## config.mk

```make
export PLATFORM = sky130hd
export DESIGN_NAME = fu_tag_table
export DESIGN_NICKNAME = d
export VERILOG_FILES = /design/src/rtl/fu_tag_table.sv
export SDC_FILE = /design/constraint.sdc
export NUM_CORES = 1
export LEC_CHECK = 0
export ABC_CLOCK_PERIOD_IN_PS = 7500
export CAP_MARGIN = 20
export CORE_AREA = 2 2 160 201
export DETAILED_ROUTE_END_ITERATION = 10
export DIE_AREA = 0 0 162 203
export GPL_ROUTABILITY_DRIVEN = 1
export MAX_ROUTING_LAYER = met4
export PLACE_DENSITY = 0.85
export SYNTH_ARGS = -nofsm -noshare
export SYNTH_HDL_FRONTEND = slang
export SYNTH_SLANG_ARGS = --single-unit
```

## constraint.sdc

```tcl
create_clock -name clk -period 7.5 [get_ports clk]
set_clock_uncertainty 0.2 [all_clocks]
set_input_delay 1.5 -clock clk [delete_from_list [all_inputs] [get_ports clk]]
set_output_delay 1.5 -clock clk [all_outputs]
set_load 0.01 [all_outputs]
```

## src/rtl/fu_tag_table.sv

```systemverilog
// Per-wavefront functional-unit tag store: one valid bit and FU tag per wavefront,
// exported as registered per-FU wavefront masks and per-FU occupancy counts.
module fu_tag_table #(
   parameter int NUM_WF = 40,
   parameter int WFID_W = 6,
   parameter int NUM_FU = 4,
   parameter int FU_W   = 2,
   parameter int CNT_W  = 6
) (
   input  logic                     clk,
   input  logic                     rst,
   input  logic                     wr_fu_en,
   input  logic [WFID_W-1:0]        wr_wfid,
   input  logic [FU_W-1:0]          wr_fu_value,
   input  logic                     clr_en,
   input  logic [WFID_W-1:0]        clr_wfid,
   output logic [NUM_FU*NUM_WF-1:0] rd_fu_mask,
   output logic [NUM_FU*CNT_W-1:0]  rd_fu_cnt,
   output logic                     err_pulse
);

   localparam logic [WFID_W:0] WF_LIM = (WFID_W+1)'(NUM_WF);
   localparam logic [FU_W:0]   FU_LIM = (FU_W+1)'(NUM_FU);

   logic [NUM_WF-1:0]        r_valid;
   logic [FU_W-1:0]          r_tag [NUM_WF];

   logic                     w_wr_ok;
   logic                     w_clr_ok;
   logic                     w_err;
   logic [NUM_WF-1:0]        w_valid_nxt;
   logic [FU_W-1:0]          w_tag_nxt [NUM_WF];
   logic [NUM_FU*NUM_WF-1:0] w_mask_nxt;
   logic [CNT_W-1:0]         w_cnt_nxt [NUM_FU];

   assign w_wr_ok  = wr_fu_en && ({1'b0, wr_wfid} < WF_LIM) && ({1'b0, wr_fu_value} < FU_LIM);
   assign w_clr_ok = clr_en && ({1'b0, clr_wfid} < WF_LIM);
   assign w_err    = (wr_fu_en && !w_wr_ok) || (clr_en && !w_clr_ok);

   // Clear is applied first so a same-entry write overrides it.
   always_comb begin
      w_valid_nxt = r_valid;
      for (int w = 0; w < NUM_WF; w++) begin
         w_tag_nxt[w] = r_tag[w];
      end
      if (w_clr_ok) begin
         w_valid_nxt[clr_wfid] = 1'b0;
      end
      if (w_wr_ok) begin
         w_valid_nxt[wr_wfid] = 1'b1;
         w_tag_nxt[wr_wfid]   = wr_fu_value;
      end
   end

   always_comb begin
      w_mask_nxt = '0;
      for (int f = 0; f < NUM_FU; f++) begin
         for (int w = 0; w < NUM_WF; w++) begin
            w_mask_nxt[f*NUM_WF+w] = w_valid_nxt[w] && (w_tag_nxt[w] == FU_W'(f));
         end
      end
   end

   // Counts are recomputed from the next-state masks, so simultaneous +1/-1 net out.
   always_comb begin
      for (int f = 0; f < NUM_FU; f++) begin
         w_cnt_nxt[f] = '0;
         for (int w = 0; w < NUM_WF; w++) begin
            w_cnt_nxt[f] = w_cnt_nxt[f] + CNT_W'(w_mask_nxt[f*NUM_WF+w]);
         end
      end
   end

   always_ff @(posedge clk) begin
      if (rst) begin
         r_valid    <= '0;
         rd_fu_mask <= '0;
         rd_fu_cnt  <= '0;
         err_pulse  <= 1'b0;
         for (int w = 0; w < NUM_WF; w++) begin
            r_tag[w] <= '0;
         end
      end else begin
         r_valid    <= w_valid_nxt;
         rd_fu_mask <= w_mask_nxt;
         err_pulse  <= w_err;
         for (int w = 0; w < NUM_WF; w++) begin
            r_tag[w] <= w_tag_nxt[w];
         end
         for (int f = 0; f < NUM_FU; f++) begin
            rd_fu_cnt[f*CNT_W +: CNT_W] <= w_cnt_nxt[f];
         end
      end
   end

endmodule

```

==> flow_metrics.env, run 1 <==
export IMPL_drt_iter0_drc=1006
export IMPL_nets=2238
export IMPL_cellInternalPower_w=0.00264
export IMPL_slew_headroom=0.298
export IMPL_yosys_area_top_type="dfxtp_1"
export IMPL_crit_slowest_cell="fa_2"
export IMPL_fin_area_sq_um=22400
export IMPL_place_area_sq_um=20400
export IMPL_drv_cap=0
export IMPL_synthSimpleGateAreaFrac=0.230
export IMPL_synth_cell_area_sq_um=15600
export IMPL_finalSetupViolations=8
export IMPL_hold_viol_final=0
export IMPL_crit_arrival_ns=7.88
export IMPL_crit_fanout=4
export IMPL_globalplace_congestion=1.06
export IMPL_yosys_most_used_dff="dfxtp_1"
export IMPL_fin_crit_ns=7.65
export IMPL_area_growth_pct=43.6
export IMPL_yosysWarnings=0
export IMPL_cts_buffers_inserted=30
export IMPL_worstHoldEndpoint="r_valid[5]"
export IMPL_synth_edf_count=0
export IMPL_power_w=0.00348
export IMPL_drtAntennaViolNets=0
export IMPL_globalRouteOverflowTotal=0
export IMPL_clockPowerShare=0.463
export IMPL_viasPerCell=5.66
export IMPL_cts_max_level=1
export IMPL_drt_wirelength_per_cell_um=21.6
export IMPL_dr_pass1_iters=5
export IMPL_r2r_slack_ns=1.31
export IMPL_synth_cell_types=66
export IMPL_peakVddDrop_uv=192
export IMPL_synthAdderAreaFrac=0.195
export IMPL_synth_xor_area_share=0.00450
export IMPL_cts_root_buf="clkbuf_16"
export IMPL_synth_top_area_frac=0.392
export IMPL_min_from="r_valid[5]"
export IMPL_path_clk_slew_ns=0.07
export IMPL_p_seq_frac=0.469
export IMPL_reg2reg_depth=21
export IMPL_start_kind="input pin"
export IMPL_fill_cells=2070
export IMPL_power_switching_w=0.000834
export IMPL_synth_area_mux_share=0.0746
export IMPL_cts_sinks=305
export IMPL_min_path_type="flop to flop"
export IMPL_r2r_end="rd_fu_cnt[3]"
export IMPL_fmax_ghz=0.131
export IMPL_tritoncts="yes"
export IMPL_swShare=0.240
export IMPL_synth_top_family_by_area="simple AND/OR/NAND/NOR gates"
export IMPL_rsz0062_at_grt="yes"
export IMPL_min_path_cells=2
export IMPL_die_h_um=203
export IMPL_period_share=1.02
export IMPL_grt_antenna_before_repair=2
export IMPL_violations="setup timing"
export IMPL_avgSynthCellArea_sq_um=10.2
export IMPL_synth_cells=1527
export IMPL_holdBufCountCts=0
export IMPL_async_flop_share=0
export IMPL_cts_buffer_depth=3
export IMPL_synth_seq_cells=305
export IMPL_synth_compound_area_share=0.0569
export IMPL_track_usage=0.328
export IMPL_grt_pass1_vias=14600
export IMPL_vias=14100
export IMPL_dieArea_sq_um=32900
export IMPL_required_ns=7.73
export IMPL_p_per_area_nw_per_um2=155
export IMPL_core_sq_um=30800
export IMPL_syn_nets=1713
export IMPL_tightest_slew_ns=1.05
export IMPL_grt_max_degree=154
export IMPL_io_buffers=202
export IMPL_slowest_delay_ns=0.58
export IMPL_worstSkewPairLatency_ns=0.58
export IMPL_cp_common_cell="fa_1"
export IMPL_leakagePower_nw=9.47
export IMPL_yosys_top_cells_area="dfxtp_1, fa_1, nor2_1"
export IMPL_drive_above_1_share=0.312
export IMPL_outcome="complete, but fails checks"
export IMPL_io_pins=203
export IMPL_dp_hpwl_mm=39.8
export IMPL_final_max_slew_viol_count=0
export IMPL_grt_pass1_wl_mm=80.7
export IMPL_worst_setup_path_type="input pin to flop"
export IMPL_start_util=0.506
export IMPL_worstPathCellList="buf_6, buf_6, buf_6, nor4b_4, buf_6, buf_4, nand3_1, a22oi_2, nor2b_2, fa_1, fa_1, fa_2, fa_2, fa_1, fa_1, inv_1, fa_1, inv_2, ha_4, fa_2, a21o_1, a21oi_2, xor2_1, nor2_1"
export IMPL_comb_power_share=0.068
export IMPL_worstReg2RegStart="r_valid[19]"
export IMPL_end_kind="flop"
export IMPL_die_w_um=162
export IMPL_wl_mm=53.8
export IMPL_rows=72
export IMPL_route_detailed_drc=0
export IMPL_ys_seq_area_frac=0.392
export IMPL_worst_slack_ns=-0.151
cell usage after synthesis, types with 4 or more instances:
library cell  count
nor2b_1          18
mux2i_1          53
nor2_4            4
clkbuf_1         63
o21a_1           15
nor3b_1          23
nand4b_1          4
or3b_1            4
and3_1            4
a21boi_0          7
buf_2             9
a21oi_1          24
dfxtp_1         305
or3_1            25
nand3b_1         11
o21ai_0          40
nor4_1           66
mux2_2           45
nand4bb_1         5
nand2_1          53
and2_1           31
a22oi_1          11
ha_1             44
nor4b_1          16
buf_6             4
a2bb2o_1          5
o211ai_1         11
nor3_1           85
and4b_1          14
nor2_1          154
fa_1            124
xnor2_1           6
nor2_2            7
a21o_1            9
mux2i_2           8
nand3_1          49
and3b_1           9
nor4bb_1          7
inv_1           107
stage by stage:
step	util	cells	hold slack (ns)	setup TNS, ns	worst slack (ns)
final	0.726	2485	0.352	-0.616	-0.151
after global routing	0.726	2484	0.375	-2.37	-0.312
after CTS	0.714	2476	0.330	-0.803	-0.199
after detailed placement	0.662	2396	0.317	-22.57	-1.26
after global placement	0.662	2396	0.306	-20.46	-1.11
after floorplan	-	1527	0.250	-2.57	-0.288
critical path: cells and delay by family:
kind	cells	cell delay, ns
AND/OR/NAND/NOR	4	0.81
AO/OA/AOI/OAI	3	0.65
XOR/XNOR	1	0.16
adder cells (fa/ha/maj)	9	4.04
buffers and inverters	7	0.75
per-layer routing:
layer / vias up / share of wire / GRT usage
met5: - / 0 / -
met4: 0 / 0.058 / 0.147
met3: 199 / 0.074 / 0.0558
met2: 614 / 0.49 / 0.553
met1: 6911 / 0.38 / 0.383
li1: 6330 / - / -
worst max-delay path by stage:
| stage | from | slack (ns) | depth (start not counted) | to |
|---|---|---|---|---|
| 2_1_floorplan | wr_wfid[3] | -0.29 | 21 | rd_fu_cnt[17] |
| 3_3_place_gp | wr_wfid[5] | -1.11 | 22 | rd_fu_cnt[3] |
| 3_5_place_dp | wr_wfid[5] | -1.26 | 22 | rd_fu_cnt[3] |
| 6_report | wr_wfid[5] | -0.15 | 24 | rd_fu_cnt[22] |
| 5_1_grt | wr_wfid[5] | -0.31 | 25 | rd_fu_cnt[22] |
| 4_1_cts | wr_wfid[5] | -0.20 | 23 | rd_fu_cnt[16] |
power by group through the flow:
stage	Clock (W)	Sequential (W)	Combinational, W
after floorplan	0	0.00167	0.000106
after global placement	0	0.00167	0.000208
after detailed placement	0	0.00167	0.000214
after CTS	0.00161	0.00163	0.000224
after global routing	0.00169	0.00163	0.000250
final	0.00161	0.00163	0.000237
cells by family (layout without fill, tap and decap cells):
| logic type | Yosys count | in the layout |
|---|---|---|
| XOR/XNOR | 8 | 8 |
| buffers and inverters | 186 | 735 |
| other | 0 | 2 |
| AND/OR/NAND/NOR | 617 | 617 |
| flip-flops | 305 | 305 |
| multiplexers | 107 | 107 |
| AO/OA/AOI/OAI | 136 | 136 |
| adder cells (fa/ha/maj) | 168 | 168 |
what timing repair did:
action | in CTS | in global routing
buffers inserted | 27 | 10
gates resized for setup | 120 | 107
gates cloned | 0 | 0
setup endpoints to repair | 20 | 20
pin swaps | 55 | 41
layout by cell type (no fill, tap or decap), types with 11 or more instances in the layout:
cell type,Yosys,layout
nor3b_1,23,22
o211ai_1,11,11
nor2_1,154,144
inv_1,107,93
nor3_1,85,71
mux2_4,1,11
buf_4,2,342
clkbuf_16,0,31
o21ai_0,40,30
a21oi_1,24,21
and2_1,31,26
or3_1,25,17
mux2i_1,53,40
dfxtp_1,305,305
nand3b_1,11,11
mux2i_2,8,13
and4b_1,14,13
nand2_1,53,47
o21a_1,15,15
nor4b_1,16,16
nand3_1,49,48
fa_2,0,23
mux2_2,45,35
fa_1,124,101
nor2b_1,18,15
inv_2,0,14
ha_1,44,39
nor4_1,66,66
nor2_4,4,12
clkdlybuf4s50_1,0,185
buf_6,4,25
flip-flops by register name, indices dropped and copies added, names as in the netlist:
signal and flops:
err_pulse 1, r_tag 80, r_valid 40, rd_fu_cnt 24, rd_fu_mask 160
cell type report:
class | count | area [sq um] | area share
Sequential cell | 305 | 6110 | 0.273
Multi-Input combinational cell | 1036 | 9400 | 0.420
Clock inverter | 17 | 196 | 0.00878
Inverter | 107 | 402 | 0.0179
Clock buffer | 39 | 856 | 0.0382
Antenna cell | 2 | 5.00 | 0.000224
Tap cell | 407 | 509 | 0.0228
Timing Repair Buffer | 572 | 4900 | 0.219
No activity file was read; power rests on OpenSTA's default activity.
==> run 2: changes to the inputs <==
PLACE_DENSITY = 0.84   (was 0.85)
SETUP_SLACK_MARGIN = 0.4   (was unset)
TNS_END_PERCENT = 10   (was unset)
==> flow_metrics.env, run 2 (synthesis gave the netlist of run 1 again) <==
export IMPL_largest_register_ffs=160
export IMPL_p_seq_frac=0.477
export IMPL_hold_viol_final=0
export IMPL_dp_cells=2383
export IMPL_fill_cells=2121
export IMPL_die_h_um=203
export IMPL_worst_setup_path_type="input pin to flop"
export IMPL_period_share=1.02
export IMPL_area_growth_pct=42.3
export IMPL_swShare=0.235
export IMPL_globalRouteOverflowTotal=0
export IMPL_grt_pass1_vias=14200
export IMPL_registers_top_by_ff_count="rd_fu_mask"
export IMPL_min_path_type="flop to flop"
export IMPL_required_ns=7.72
export IMPL_tightest_slew_ns=0.906
export IMPL_dp_hpwl_mm=39.2
export IMPL_comb_power_share=0.070
export IMPL_route_detailed_drc=0
export IMPL_nets=2231
export IMPL_path_clk_slew_ns=0.07
export IMPL_drive_above_1_share=0.300
export IMPL_clockPowerShare=0.453
export IMPL_grt_max_degree=126
export IMPL_cp_common_cell="fa_1"
export IMPL_reg2reg_depth=20
export IMPL_fin_cells=2476
export IMPL_start_kind="input pin"
export IMPL_path_depth=26
export IMPL_tritoncts="yes"
export IMPL_cellInternalPower_w=0.00261
export IMPL_dr_pass1_iters=5
export IMPL_end_kind="flop"
export IMPL_finish_utilization=0.720
export IMPL_final_max_slew_viol_count=0
export IMPL_leakagePower_nw=9.39
export IMPL_track_usage=0.321
export IMPL_start_util=0.506
export IMPL_dieArea_sq_um=32900
export IMPL_holdBufCountCts=0
export IMPL_violations="setup timing"
export IMPL_use_met2=0.530
export IMPL_wl_mm=51.8
export IMPL_setup_tns_ns=-0.483
export IMPL_drv_cap=0
export IMPL_grt_busiest_layer="met2"
export IMPL_vias=13800
export IMPL_drt_wirelength_per_cell_um=20.9
export IMPL_slowest_delay_ns=0.59
export IMPL_finalSetupViolations=7
export IMPL_crit_slowest_cell="fa_1"
export IMPL_min_path_cells=2
export IMPL_cts_buffers_inserted=30
export IMPL_cts_root_buf="clkbuf_16"
export IMPL_worstSkewPairLatency_ns=0.58
export IMPL_io_pins=203
export IMPL_grt_pass1_wl_mm=78.8
export IMPL_die_w_um=162
export IMPL_fin_crit_ns=7.64
export IMPL_fmax_ghz=0.131
export IMPL_globalplace_congestion=1.04
export IMPL_reg_top3="rd_fu_mask (160), r_tag (80), r_valid (40)"
export IMPL_crit_arrival_ns=7.87
export IMPL_final_common_cell="buf_4"
export IMPL_grt_antenna_before_repair=1
export IMPL_crit_fanout=7
export IMPL_outcome="complete, but fails checks"
export IMPL_cts_max_level=1
export IMPL_rows=72
export IMPL_io_buffers=202
export IMPL_viasPerCell=5.59
export IMPL_power_switching_w=0.000804
export IMPL_path_delay_family="adder cells"
export IMPL_rsz0062_at_grt="yes"
export IMPL_use_met3=0.0529
export IMPL_dp_slack_ns=-1.17
export IMPL_worst_slack_ns=-0.145
export IMPL_drtAntennaViolNets=0
export IMPL_cts_buffer_depth=3
export IMPL_use_met1=0.387
export IMPL_slew_headroom=0.396
export IMPL_path_buf_inv=11
export IMPL_mostFrequentLayoutCells="buf_4, dfxtp_1, clkdlybuf4s50_1"
export IMPL_cts_sinks=305
export IMPL_core_sq_um=30800
export IMPL_drt_iter0_drc=1101
export IMPL_peakVddDrop_uv=142
export IMPL_p_per_area_nw_per_um2=154
==> run 2: worst paths after layout <==
check | startpoint | to | slack, ns
max | wr_wfid[0] | rd_fu_cnt[2] | -0.14
min | r_valid[5] | r_valid[5] | 0.35
max reg2reg | r_valid[0] | rd_fu_cnt[2] | 1.22
min reg2reg | r_valid[5] | r_valid[5] | 0.35
==> run 2: stage by stage <==
stage | power (W) | hold slack, ns | instance area, sq um
floorplan | 0.00177 | 0.250 | 15600
global placement | 0.00187 | 0.306 | 20300
detailed placement | 0.00188 | 0.317 | 20300
CTS | 0.00342 | 0.334 | 22000
global route | 0.00350 | 0.366 | 22200
finish | 0.00342 | 0.346 | 22200
==> run 2: area by class of cell <==
type,instances,area [sq um],area share
well taps,407,509,0.0230
flip-flops and latches,305,6110,0.275
clock inverters,16,180,0.00813
diodes,1,2.50,0.000113
repair buffers,565,4830,0.218
clock buffers,39,826,0.0373
multi-input cells,1036,9310,0.420
inverters,107,402,0.0181
==> run 2: power groups by stage <==
stage	clock [W]	sequential [W]	combinational (W)
6_report	0.00155	0.00163	0.000239
4_1_cts	0.00156	0.00163	0.000229
2_1_floorplan	0	0.00167	0.000106
5_1_grt	0.00162	0.00163	0.000250
3_5_place_dp	0	0.00167	0.000210
3_3_place_gp	0	0.00167	0.000206
==> run 2: worst reg2reg max path: cells and delay by family, from the launching register on <==
kind / cells / cell delay, ns
AO/OA/AOI/OAI: 1 / 0.08
adder cells (fa/ha/maj): 9 / 4.24
buffers and inverters: 6 / 0.54
flip-flops: 1 / 0.30
AND/OR/NAND/NOR: 4 / 0.78
==> run 2: timing repair <==
item	CTS	global route
endpoints found under the setup margin	24	23
buffers inserted	28	8
gates cloned	1	0
pin swaps	59	43
resized for setup	154	51
==> run 2: routing by layer <==
layer / share of wire / wire [um]
met1: 0.40 / 20600
met2: 0.48 / 24900
met3: 0.070 / 3620
met4: 0.052 / 2700
met5: 0 / 0
